### src/rtl/mem_arb_pkg.sv
// Shared types for the two-requester (CPU / video) single-port RAM arbiter.
package mem_arb_pkg;

    typedef enum logic [1:0] {
        IDLE  = 2'd0,
        ISSUE = 2'd1,
        DONE  = 2'd2
    } state_e;

    typedef enum logic {
        OWN_CPU = 1'b0,
        OWN_VID = 1'b1
    } owner_e;

    function automatic owner_e other_owner(input owner_e o);
        return (o == OWN_CPU) ? OWN_VID : OWN_CPU;
    endfunction

endpackage

### src/rtl/mem_arbiter.sv
// CPU / video arbiter for a single-port RAM with a 1-cycle registered read.
// Define MEM_ARBITER_RR_EN for round-robin contention; default is fixed VID priority.
module mem_arbiter
    import mem_arb_pkg::*;
#(
    parameter int A = 12,
    parameter int D = 8
) (
    input  logic         clk,
    input  logic         reset,
    input  logic         cpu_req,
    input  logic         cpu_rw,
    input  logic [A-1:0] cpu_addr,
    input  logic [D-1:0] cpu_wdata,
    output logic         cpu_ack,
    output logic [D-1:0] cpu_rdata,
    input  logic         vid_req,
    input  logic [A-1:0] vid_addr,
    output logic         vid_ack,
    output logic [D-1:0] vid_rdata,
    output logic         ram_cs,
    output logic         ram_rw,
    output logic [A-1:0] ram_addr,
    output logic [D-1:0] ram_wdata,
    input  logic [D-1:0] ram_rdata
);

    state_e         state_r;
    state_e         state_nxt_s;
    owner_e         owner_r;
    owner_e         owner_nxt_s;
    owner_e         win_s;
    logic           other_req_s;
    logic           grant_s;
    logic           cs_nxt_s;
    logic           rw_nxt_s;
    logic [A-1:0]   addr_nxt_s;
    logic [D-1:0]   wdata_nxt_s;
    logic           cpu_ack_nxt_s;
    logic           vid_ack_nxt_s;

`ifdef MEM_ARBITER_RR_EN
    owner_e         rr_pref_r;

    // Round-robin winner: on contention the pointer names who goes first.
    always_comb begin
        win_s = OWN_VID;
        if (cpu_req && vid_req) begin
            win_s = rr_pref_r;
        end else if (vid_req) begin
            win_s = OWN_VID;
        end else begin
            win_s = OWN_CPU;
        end
    end

    // Pointer flips away from whoever was granted last.
    always_ff @(posedge clk) begin
        if (reset) begin
            rr_pref_r <= OWN_VID;
        end else if (grant_s) begin
            rr_pref_r <= other_owner(owner_nxt_s);
        end else begin
            rr_pref_r <= rr_pref_r;
        end
    end
`else
    // Fixed priority: video always wins contention.
    always_comb begin
        win_s = OWN_CPU;
        if (vid_req) begin
            win_s = OWN_VID;
        end else begin
            win_s = OWN_CPU;
        end
    end
`endif

    assign other_req_s = (owner_r == OWN_CPU) ? vid_req : cpu_req;

    // Next-state logic; in DONE the served requester's req is deliberately ignored.
    always_comb begin
        state_nxt_s = state_r;
        owner_nxt_s = owner_r;
        case (state_r)
            IDLE: begin
                if (cpu_req || vid_req) begin
                    state_nxt_s = ISSUE;
                    owner_nxt_s = win_s;
                end else begin
                    state_nxt_s = IDLE;
                end
            end
            ISSUE: begin
                state_nxt_s = DONE;
            end
            DONE: begin
                if (other_req_s) begin
                    state_nxt_s = ISSUE;
                    owner_nxt_s = other_owner(owner_r);
                end else begin
                    state_nxt_s = IDLE;
                end
            end
            default: begin
                state_nxt_s = IDLE;
            end
        endcase
    end

    assign grant_s = (state_nxt_s == ISSUE);

    // Next values of the registered RAM-side and ack outputs.
    always_comb begin
        cs_nxt_s    = 1'b0;
        rw_nxt_s    = 1'b1;
        addr_nxt_s  = ram_addr;
        wdata_nxt_s = ram_wdata;
        if (grant_s) begin
            cs_nxt_s = 1'b1;
            if (owner_nxt_s == OWN_VID) begin
                rw_nxt_s    = 1'b1;
                addr_nxt_s  = vid_addr;
                wdata_nxt_s = {D{1'b0}};
            end else begin
                rw_nxt_s    = cpu_rw;
                addr_nxt_s  = cpu_addr;
                wdata_nxt_s = cpu_wdata;
            end
        end else begin
            cs_nxt_s = 1'b0;
            rw_nxt_s = 1'b1;
        end
        cpu_ack_nxt_s = (state_nxt_s == DONE) && (owner_nxt_s == OWN_CPU);
        vid_ack_nxt_s = (state_nxt_s == DONE) && (owner_nxt_s == OWN_VID);
    end

    // State, owner and all control outputs are registered.
    always_ff @(posedge clk) begin
        if (reset) begin
            state_r   <= IDLE;
            owner_r   <= OWN_VID;
            ram_cs    <= 1'b0;
            ram_rw    <= 1'b1;
            ram_addr  <= {A{1'b0}};
            ram_wdata <= {D{1'b0}};
            cpu_ack   <= 1'b0;
            vid_ack   <= 1'b0;
        end else begin
            state_r   <= state_nxt_s;
            owner_r   <= owner_nxt_s;
            ram_cs    <= cs_nxt_s;
            ram_rw    <= rw_nxt_s;
            ram_addr  <= addr_nxt_s;
            ram_wdata <= wdata_nxt_s;
            cpu_ack   <= cpu_ack_nxt_s;
            vid_ack   <= vid_ack_nxt_s;
        end
    end

    // RAM read data arrives in DONE, the same cycle the ack is up.
    assign cpu_rdata = cpu_ack ? ram_rdata : {D{1'b0}};
    assign vid_rdata = vid_ack ? ram_rdata : {D{1'b0}};

endmodule

### config.mk
export PLATFORM = sky130hd
export DESIGN_NAME = mem_arbiter
export DESIGN_NICKNAME = d
export VERILOG_FILES = /design/src/rtl/mem_arb_pkg.sv /design/src/rtl/mem_arbiter.sv
export SDC_FILE = /design/constraint.sdc
export NUM_CORES = 1
export LEC_CHECK = 0
export CORE_MARGIN = 3
export CORE_UTILIZATION = 31
export DETAILED_ROUTE_END_ITERATION = 10
export GPL_ROUTABILITY_DRIVEN = 0
export PLACE_DENSITY = 0.79
export SYNTH_ARGS = -nofsm -noshare
export SYNTH_HDL_FRONTEND = slang
export SYNTH_SLANG_ARGS = --single-unit
export TNS_END_PERCENT = 20
### constraint.sdc
create_clock -name clk -period 1.3 [get_ports clk]
set_input_delay 0.195 -clock clk [delete_from_list [all_inputs] [get_ports clk]]
set_output_delay 0.195 -clock clk [all_outputs]
set_load 0.005 [all_outputs]
Word level (Yosys, flattened, before mapping)
Index checks and enable logic that the tools add are counted.
- output and inout bits: 40
- register bits: 27
- word-level logic and storage cells: 33
- bitwise operators: 2
- reduce and logical (&&, ||, !) cells: 5
- eq/ne operators: 4
- mux-type cells: 14
- operators with widths (kind ; count):
    8-bit 2-to-1 mux ; 3
    12-bit 2-to-1 mux ; 1
    1-bit 2-to-1 mux ; 8
    2-bit one-hot mux with 3 select lines ; 1
    2-bit by 1-bit equality test with 1-bit output (second input constant) ; 2
    2-bit equality test (second input constant) ; 2
    3-bit OR reduction ; 1
    1-bit logical AND ; 2
    2-bit zero test ; 1
    1-bit inverter ; 2
    1-bit one-hot mux with 2 select lines ; 1
    1-bit logical OR ; 1

Logic depth before layout (Yosys ltp)
Gate-level depths: netlist (run 1).
- word-level depth: 6
- gate-level depth with buffers: 5

Least setup slack after synthesis (run 1)
No wires, ideal clock.
- path kind: reg-to-reg
- start point: reg owner_r
- end point: reg ram_addr[11]
- period minus slack after synthesis: 1.440 ns
- path slack: -0.140 ns
- setup time: 0.143 ns
- stages on the path, launching flop included: 6
- arrival: 1.297 ns
- buffers on the path: 1
- cell sequence: dfxtp_1 nand2_2 a32oi_4 buf_12 mux2i_1 a211oi_2
- cells in the longest elaborated chain, start to end: 4
- elaborated cells on any way between the ends: 9
- those cells by class: eq/ne (1); mux (8)
- RTL lines (what ; RTL line ; RTL):
    from (decl) ; mem_arbiter.sv:30 ; owner_e owner_r;
    from (signal assigned) ; mem_arbiter.sv:151 ; owner_r <= owner_nxt_s;
    1-bit 2-to-1 mux (on tied branches) ; mem_arbiter.sv:79, mem_arb_pkg.sv:16 ;
    1-bit 2-to-1 mux ; mem_arbiter.sv:98 ; if (other_req_s) begin
    2-bit one-hot mux with 3 select lines / 1-bit one-hot mux with 2 select lines (equally long branches) ; mem_arbiter.sv:85 ; case (state_r)
    2-bit by 1-bit equality test with 1-bit output / 12-bit 2-to-1 mux (equally long branches) ; mem_arbiter.sv:111, mem_arbiter.sv:121 ;
    to (signal assigned) ; mem_arbiter.sv:145 ; ram_addr <= {A{1'b0}};
    to (signal assigned) ; mem_arbiter.sv:154 ; ram_addr <= addr_nxt_s;
    to (decl) ; mem_arbiter.sv:23 ; output logic [A-1:0] ram_addr,
Parallel ways exist; a longest one is shown, timed or not.
A chain may end at the register's enable or synchronous reset.

Final worst setup path (run 1)
- start point: reg state_r[0]
- end point: reg ram_addr[7]
- cells in the longest elaborated chain, start to end: 3
- elaborated cells on any way between the ends: 7
- those cells by class: eq/ne (3); mux (3); reduce/logical (1)
- RTL lines (what ; RTL line ; RTL):
    from (decl) ; mem_arbiter.sv:28 ; state_e state_r;
    from (signal assigned) ; mem_arbiter.sv:150 ; state_r <= state_nxt_s;
    2-bit equality test (tied with other cells) ; mem_arbiter.sv:85 ;
    2-bit one-hot mux with 3 select lines / 1-bit one-hot mux with 2 select lines (equally long branches) ; mem_arbiter.sv:85 ;
    2-bit by 1-bit equality test with 1-bit output / 12-bit 2-to-1 mux (equally long branches) ; mem_arbiter.sv:111, mem_arbiter.sv:121 ;
Parallel ways exist; a longest one is shown, timed or not.

==> results of run 1 <==
-- logic make-up (layout without fill, tap and decap cells) --
logic type,after synthesis,after routing,synth area share [%]
AO/OA/AOI/OAI,37,37,26.5
buffers and inverters,8,108,4.15
flip-flops,27,27,44.9
multiplexers,12,12,9.97
AND/OR/NAND/NOR,28,28,14.5
-- cell usage in the layout, fill, tap and decap left out, drive strengths merged --
cell and count:
a211oi 12, a21o 1, a21oi 13, a22o 8
a32oi 1, and2 17, buf 19, clkbuf 14
clkdlybuf4s15 2, clkdlybuf4s50 41, clkinv 1, dfxtp 27
dlygate4sd2 27, dlymetal6s2s 2, inv 2, mux2i 12
nand2 1, nand2b 3, nor2 2, nor2b 2
nor3 1, o21a 2, or2b 1, or3 1
-- power groups by stage --
stage	Clock [mW]	Sequential, mW	Combinational (mW)
after floorplan	0	0.957	0.254
after global placement	0	0.953	0.608
after detailed placement	0	0.956	0.622
after CTS	0.501	0.939	0.619
after global routing	0.533	0.949	0.664
final	0.499	0.939	0.618
-- per-layer routing --
layer	track usage (%)	part of all wire [%]	vias to the layer above	wire (um)
met4	8.19	2.3	0	91
met2	32.4	56	53	2240
met3	0.985	5.6	7	225
met5	0	0	-	0
met1	18.8	36	580	1460
li1	-	-	604	-
-- state kept, by name (all words and copies together), names as in the netlist --
| register | flops |
|---|---|
| state_r | 2 |
| cpu_ack | 1 |
| owner_r | 1 |
| ram_cs | 1 |
| ram_addr | 12 |
| vid_ack | 1 |
| ram_wdata | 8 |
| ram_rw | 1 |
-- cell type report --
| cell class | instances | area (um^2) | area share [%] |
|---|---|---|---|
| timing repair buffer | 102 | 927 | 41.1 |
| multi-input combinational | 77 | 647 | 28.7 |
| sequential | 27 | 568 | 25.2 |
| tap | 48 | 60.1 | 2.66 |
| clock buffer | 3 | 41.3 | 1.83 |
| inverter | 2 | 7.51 | 0.333 |
| clock inverter | 1 | 5.00 | 0.222 |
-- worst max-delay path, delay by kind of cell, from the launching register on --
| kind | cells | cell delay [ns] |
|---|---|---|
| muxes | 1 | 0.24 |
| buffers and inverters | 1 | 0.19 |
| and+or+nand+nor | 1 | 0.15 |
| AOI/OAI and AO/OA | 2 | 0.28 |
| DFF | 1 | 0.34 |
-- worst paths after layout --
path | from | to | cells after the start
max | state_r[0]$_SDFF_PP0_ | ram_addr[7]$_SDFFE_PP0N_ | 5
min | ram_wdata[2]$_SDFFE_PP0N_ | ram_wdata[2]$_SDFFE_PP0N_ | 1
max reg2reg | state_r[0]$_SDFF_PP0_ | ram_addr[7]$_SDFFE_PP0N_ | 5
min reg2reg | ram_wdata[2]$_SDFFE_PP0N_ | ram_wdata[2]$_SDFFE_PP0N_ | 1
-- what timing repair did --
action,4_1_cts,5_1_grt
gates resized for setup,88,14
endpoints found under the setup margin,61,35
buffers inserted,5,2
pin swaps,4,2
==> results.cfg, run 1 <==
[sta]
tightestPinTransition_ns = 0.234
period_minus_slack_ns = 1.33
timing.final.ws_setup_ns = -0.0259
setup_viol = 6
slew_headroom_pct = 84.4
max_freq_mhz = 754
rsz0062_at_grt = true
hold_ws_ns = 0.470
skew_ns = 0.0107
finalCritPeriodShare_pct = 102
finalSetupTns_ns = -0.0698
slew_violations = 0
hold_violations = 0

[drt]
drt-initial-drc-count = 27
first_pass_iters = 4
ant_nets = 0
wl_per_cell_um = 15.5
drc = 0
viasPerCell = 4.78
vias = 1244
drt_wl_total_um = 4020

[floorplan]
core-area_um2 = 3720
die-area_um2 = 4670
start_util_pct = 32.4
row_count = 22
die_w_um = 68.3
io_pins = 85
fp.dieH_um = 68.3

[global_routing]
grt_max_degree = 16
antenna_found_initial = 0
grt_pass1_wl_um = 5930
grt-ovfl-total = 0
track_usage_pct = 17.0
grt_pass1_vias = 1239

[power]
p_int_mw = 1.49
power_density_nw_per_um2 = 911
power.total_mw = 2.06
p_seq_share_pct = 45.7
power_frac_comb_pct = 30.0
p_clk_share_pct = 24.3
power_switching_share_pct = 27.4
power_leakage_nw = 1.02
p_sw_mw = 0.563
ir_worst_vdd_mv = 0.483

[clock_tree]
cts-root-buf = clkbuf_8
htree_levels = 1
cts_buffers = 3
worstSkewPairLatency_ns = 0.28
cts_sinks = 27
cts.clk_slew.worst_paths_ns = 0.10
cts.path.max_buffers = 2
holdBufCountCts = 0
cts_tree = built

[logic_synthesis]
netlist_top_cells_count = dfxtp_1, and2_1, a21oi_1, mux2i_1
ys_warn_count = 0
synth_cell_types = 22
synth_top_area_cell = dfxtp_1
syn-instance-count = 112
ys_seq_area_share_pct = 44.9
synthesis.nets = 157
synth_ff_type = dfxtp_1
ys_seq_elements = 27
synth_area_per_cell_um2 = 10.8
synth.cell_area_um2 = 1200
synth_edf_count = 0
ys_async_sr_fraction_pct = 0
synth.most_common_cell = dfxtp_1
synth_top_area_share_pct = 44.9
synth_area_leaders = dfxtp_1, mux2i_1, and2_1, a211oi_2, a22o_1

[worst_setup_path]
path_cells = nand2b_4 -> a32oi_4 -> buf_12 -> mux2i_2 -> a211oi_2
crit_type = flop to flop
critPathMaxStageDelay_ns = 0.34
cpMaxStageDelayCell = dfxtp_2
cp.required_ns = 1.46
r2r_slack_ns = -0.03
endpoint_kind = flop
cp.arrival_ns = 1.49
crit_path_start_kind = flop
cp_max_fo = 13

[finish]
fillCellCount = 349
instances_no_fill = 260
drive_gt1_share_pct = 34.0
diodes = 0
utilization_pct = 60.7
syn_to_final_growth_pct = 87.2
num-nets-final = 258
final_cell_area_um2 = 2260

[placed_design]
dp_hpwl_um = 2960
placed_cells_incl_taps = 249
place_ws_ns = -0.374
numPortBuffers = 84
placed_cell_area_um2 = 2180

[min_path]
worstHoldPathType = flop to flop

[run_status]
outcome = finished, violations left
violations = setup timing

[run]
maxCapViolations = 0
Power figures use the tool's default switching activity.
==> run 2, diff against run 1 <==
--- a/config.mk
+++ b/config.mk
@@ -10,6 +10,7 @@
 export DETAILED_ROUTE_END_ITERATION = 10
 export GPL_ROUTABILITY_DRIVEN = 0
 export PLACE_DENSITY = 0.79
+export SKIP_LAST_GASP = 1
 export SYNTH_ARGS = -nofsm -noshare
 export SYNTH_HDL_FRONTEND = slang
 export SYNTH_SLANG_ARGS = --single-unit
==> results.cfg, run 2 (synthesized netlist as in run 1, its figures left out) <==
[run_status]
outcome = finished, violations left
violations = setup timing

[floorplan]
die_w_um = 68.3
core-area_um2 = 3720
start_util_pct = 32.4
io_pins = 85
fp.dieH_um = 68.3
die-area_um2 = 4670
row_count = 22

[power]
power_switching_share_pct = 26.8
ir_worst_vdd_mv = 0.454
p_int_mw = 1.55
p_seq_share_pct = 44.1
power_frac_comb_pct = 32.7
power.total_mw = 2.12
p_clk_share_pct = 23.2
p_sw_mw = 0.568
power_leakage_nw = 1.02
power_density_nw_per_um2 = 896

[sta]
timing.final.ws_setup_ns = -0.107
finalSetupTns_ns = -1.95
max_freq_mhz = 711
tightestPinTransition_ns = 0.288
slew_violations = 0
finalCritPeriodShare_pct = 108
skew_ns = 0.0128
hold_violations = 0
period_minus_slack_ns = 1.41
slew_headroom_pct = 80.8
hold_ws_ns = 0.486
rsz0062_at_grt = true
setup_viol = 44

[placed_design]
placed_cells_incl_taps = 249
placed_cell_area_um2 = 2180
dp_hpwl_um = 2960
numPortBuffers = 84
place_ws_ns = -0.374

[drt]
viasPerCell = 4.80
first_pass_iters = 4
ant_nets = 0
vias = 1253
drt-initial-drc-count = 19
drc = 0
drt_wl_total_um = 4010
wl_per_cell_um = 15.4

[min_path]
worstHoldPathType = flop to flop

[clock_tree]
cts-root-buf = clkbuf_8
cts_buffers = 3
htree_levels = 1
worstSkewPairLatency_ns = 0.28
cts.clk_slew.worst_paths_ns = 0.10
cts.path.max_buffers = 2
cts_sinks = 27
cts_tree = built

[global_routing]
grt-ovfl-total = 0
antenna_found_initial = 0
grt_pass1_vias = 1210
track_usage_pct = 16.5
busiest_layer = met2
grt_pass1_wl_um = 5780
grt_max_degree = 16
met3_usage_pct = 1.15
gr-usage-met1_pct = 18.6
grtUsageMet2_pct = 30.9

[finish]
multi_input_area_um2 = 674
drive_gt1_share_pct = 23.5
final_common_cell = clkdlybuf4s50_1
final_cell_mix = clkdlybuf4s50_1, dfxtp_1, and2_1
fillCellCount = 325
largest-register = ram_addr
instances_no_fill = 261
diodes = 0
utilization_pct = 63.6
syn_to_final_growth_pct = 96.2
final_cell_area_um2 = 2360
largest_register_ffs = 12
reg.largest.list = ram_addr: 12 flops, ram_wdata: 8 flops, state_r: 2 flops
num-nets-final = 259
regArea_um2 = 552

[worst_setup_path]
crit_path_start_kind = flop
cp.arrival_ns = 1.57
crit_type = flop to flop
cp_max_fo = 7
endpoint_kind = flop
cp.required_ns = 1.46

[run]
maxCapViolations = 0
-- run 2: changes by cell type in the layout (fill, tap and decap cells not counted), sizes merged --
cell,change
clkdlybuf4s50,+23
clkbuf,-10
dlygate4sd2,-15
dlymetal6s2s,+2
clkdlybuf4s15,+1
-- run 2: power by group through the flow --
stage                     combinational (mW)  sequential [mW]  clock, mW
after floorplan                        0.254            0.957          0
after detailed placement               0.622            0.956          0
final                                  0.692            0.935      0.491
after global placement                 0.608            0.953          0
after global routing                   0.737            0.943      0.525
after CTS                              0.633            0.933      0.501
-- run 2: critical path, stage by stage, from the launching register on --
cell       delay (ns)
dfxtp_2          0.33
nand2b_4         0.14
a32oi_4          0.28
clkbuf_16        0.22
mux2i_1          0.22
a211oi_2         0.09
-- run 2: worst paths after layout --
kind	start	end	slack (ns)	depth (start not counted)
worst max-delay path	state_r[0]$_SDFF_PP0_	ram_addr[11]$_SDFFE_PP0N_	-0.11	5
worst min-delay path	ram_wdata[2]$_SDFFE_PP0N_	ram_wdata[2]$_SDFFE_PP0N_	0.49	1
worst max register to register	state_r[0]$_SDFF_PP0_	ram_addr[11]$_SDFFE_PP0N_	-0.11	5
worst min register to register	ram_wdata[2]$_SDFFE_PP0N_	ram_wdata[2]$_SDFFE_PP0N_	0.49	1
-- run 2: final cells by class --
cell class                 instances  area share, %
timing repair buffer             103           43.3
multi-input combinational         77           28.5
sequential                        27           23.3
tap                               48           2.54
clock buffer                       3           1.75
inverter                           2          0.318
clock inverter                     1          0.212
-- run 2: per-layer routing --
| metal | part of all wire, % | routed length (um) |
|---|---|---|
| met3 | 5.8 | 234 |
| met1 | 38 | 1510 |
| met2 | 54 | 2180 |
| met5 | 0 | 0 |
| met4 | 2.2 | 89 |
-- run 2: what timing repair did --
item | CTS | global route
resized for setup | 31 | 15
endpoints found under the setup margin | 61 | 60
gates cloned | 0 | 1
pin swaps | 0 | 8
hold buffers | 0 | 0
setup buffers | 5 | 2
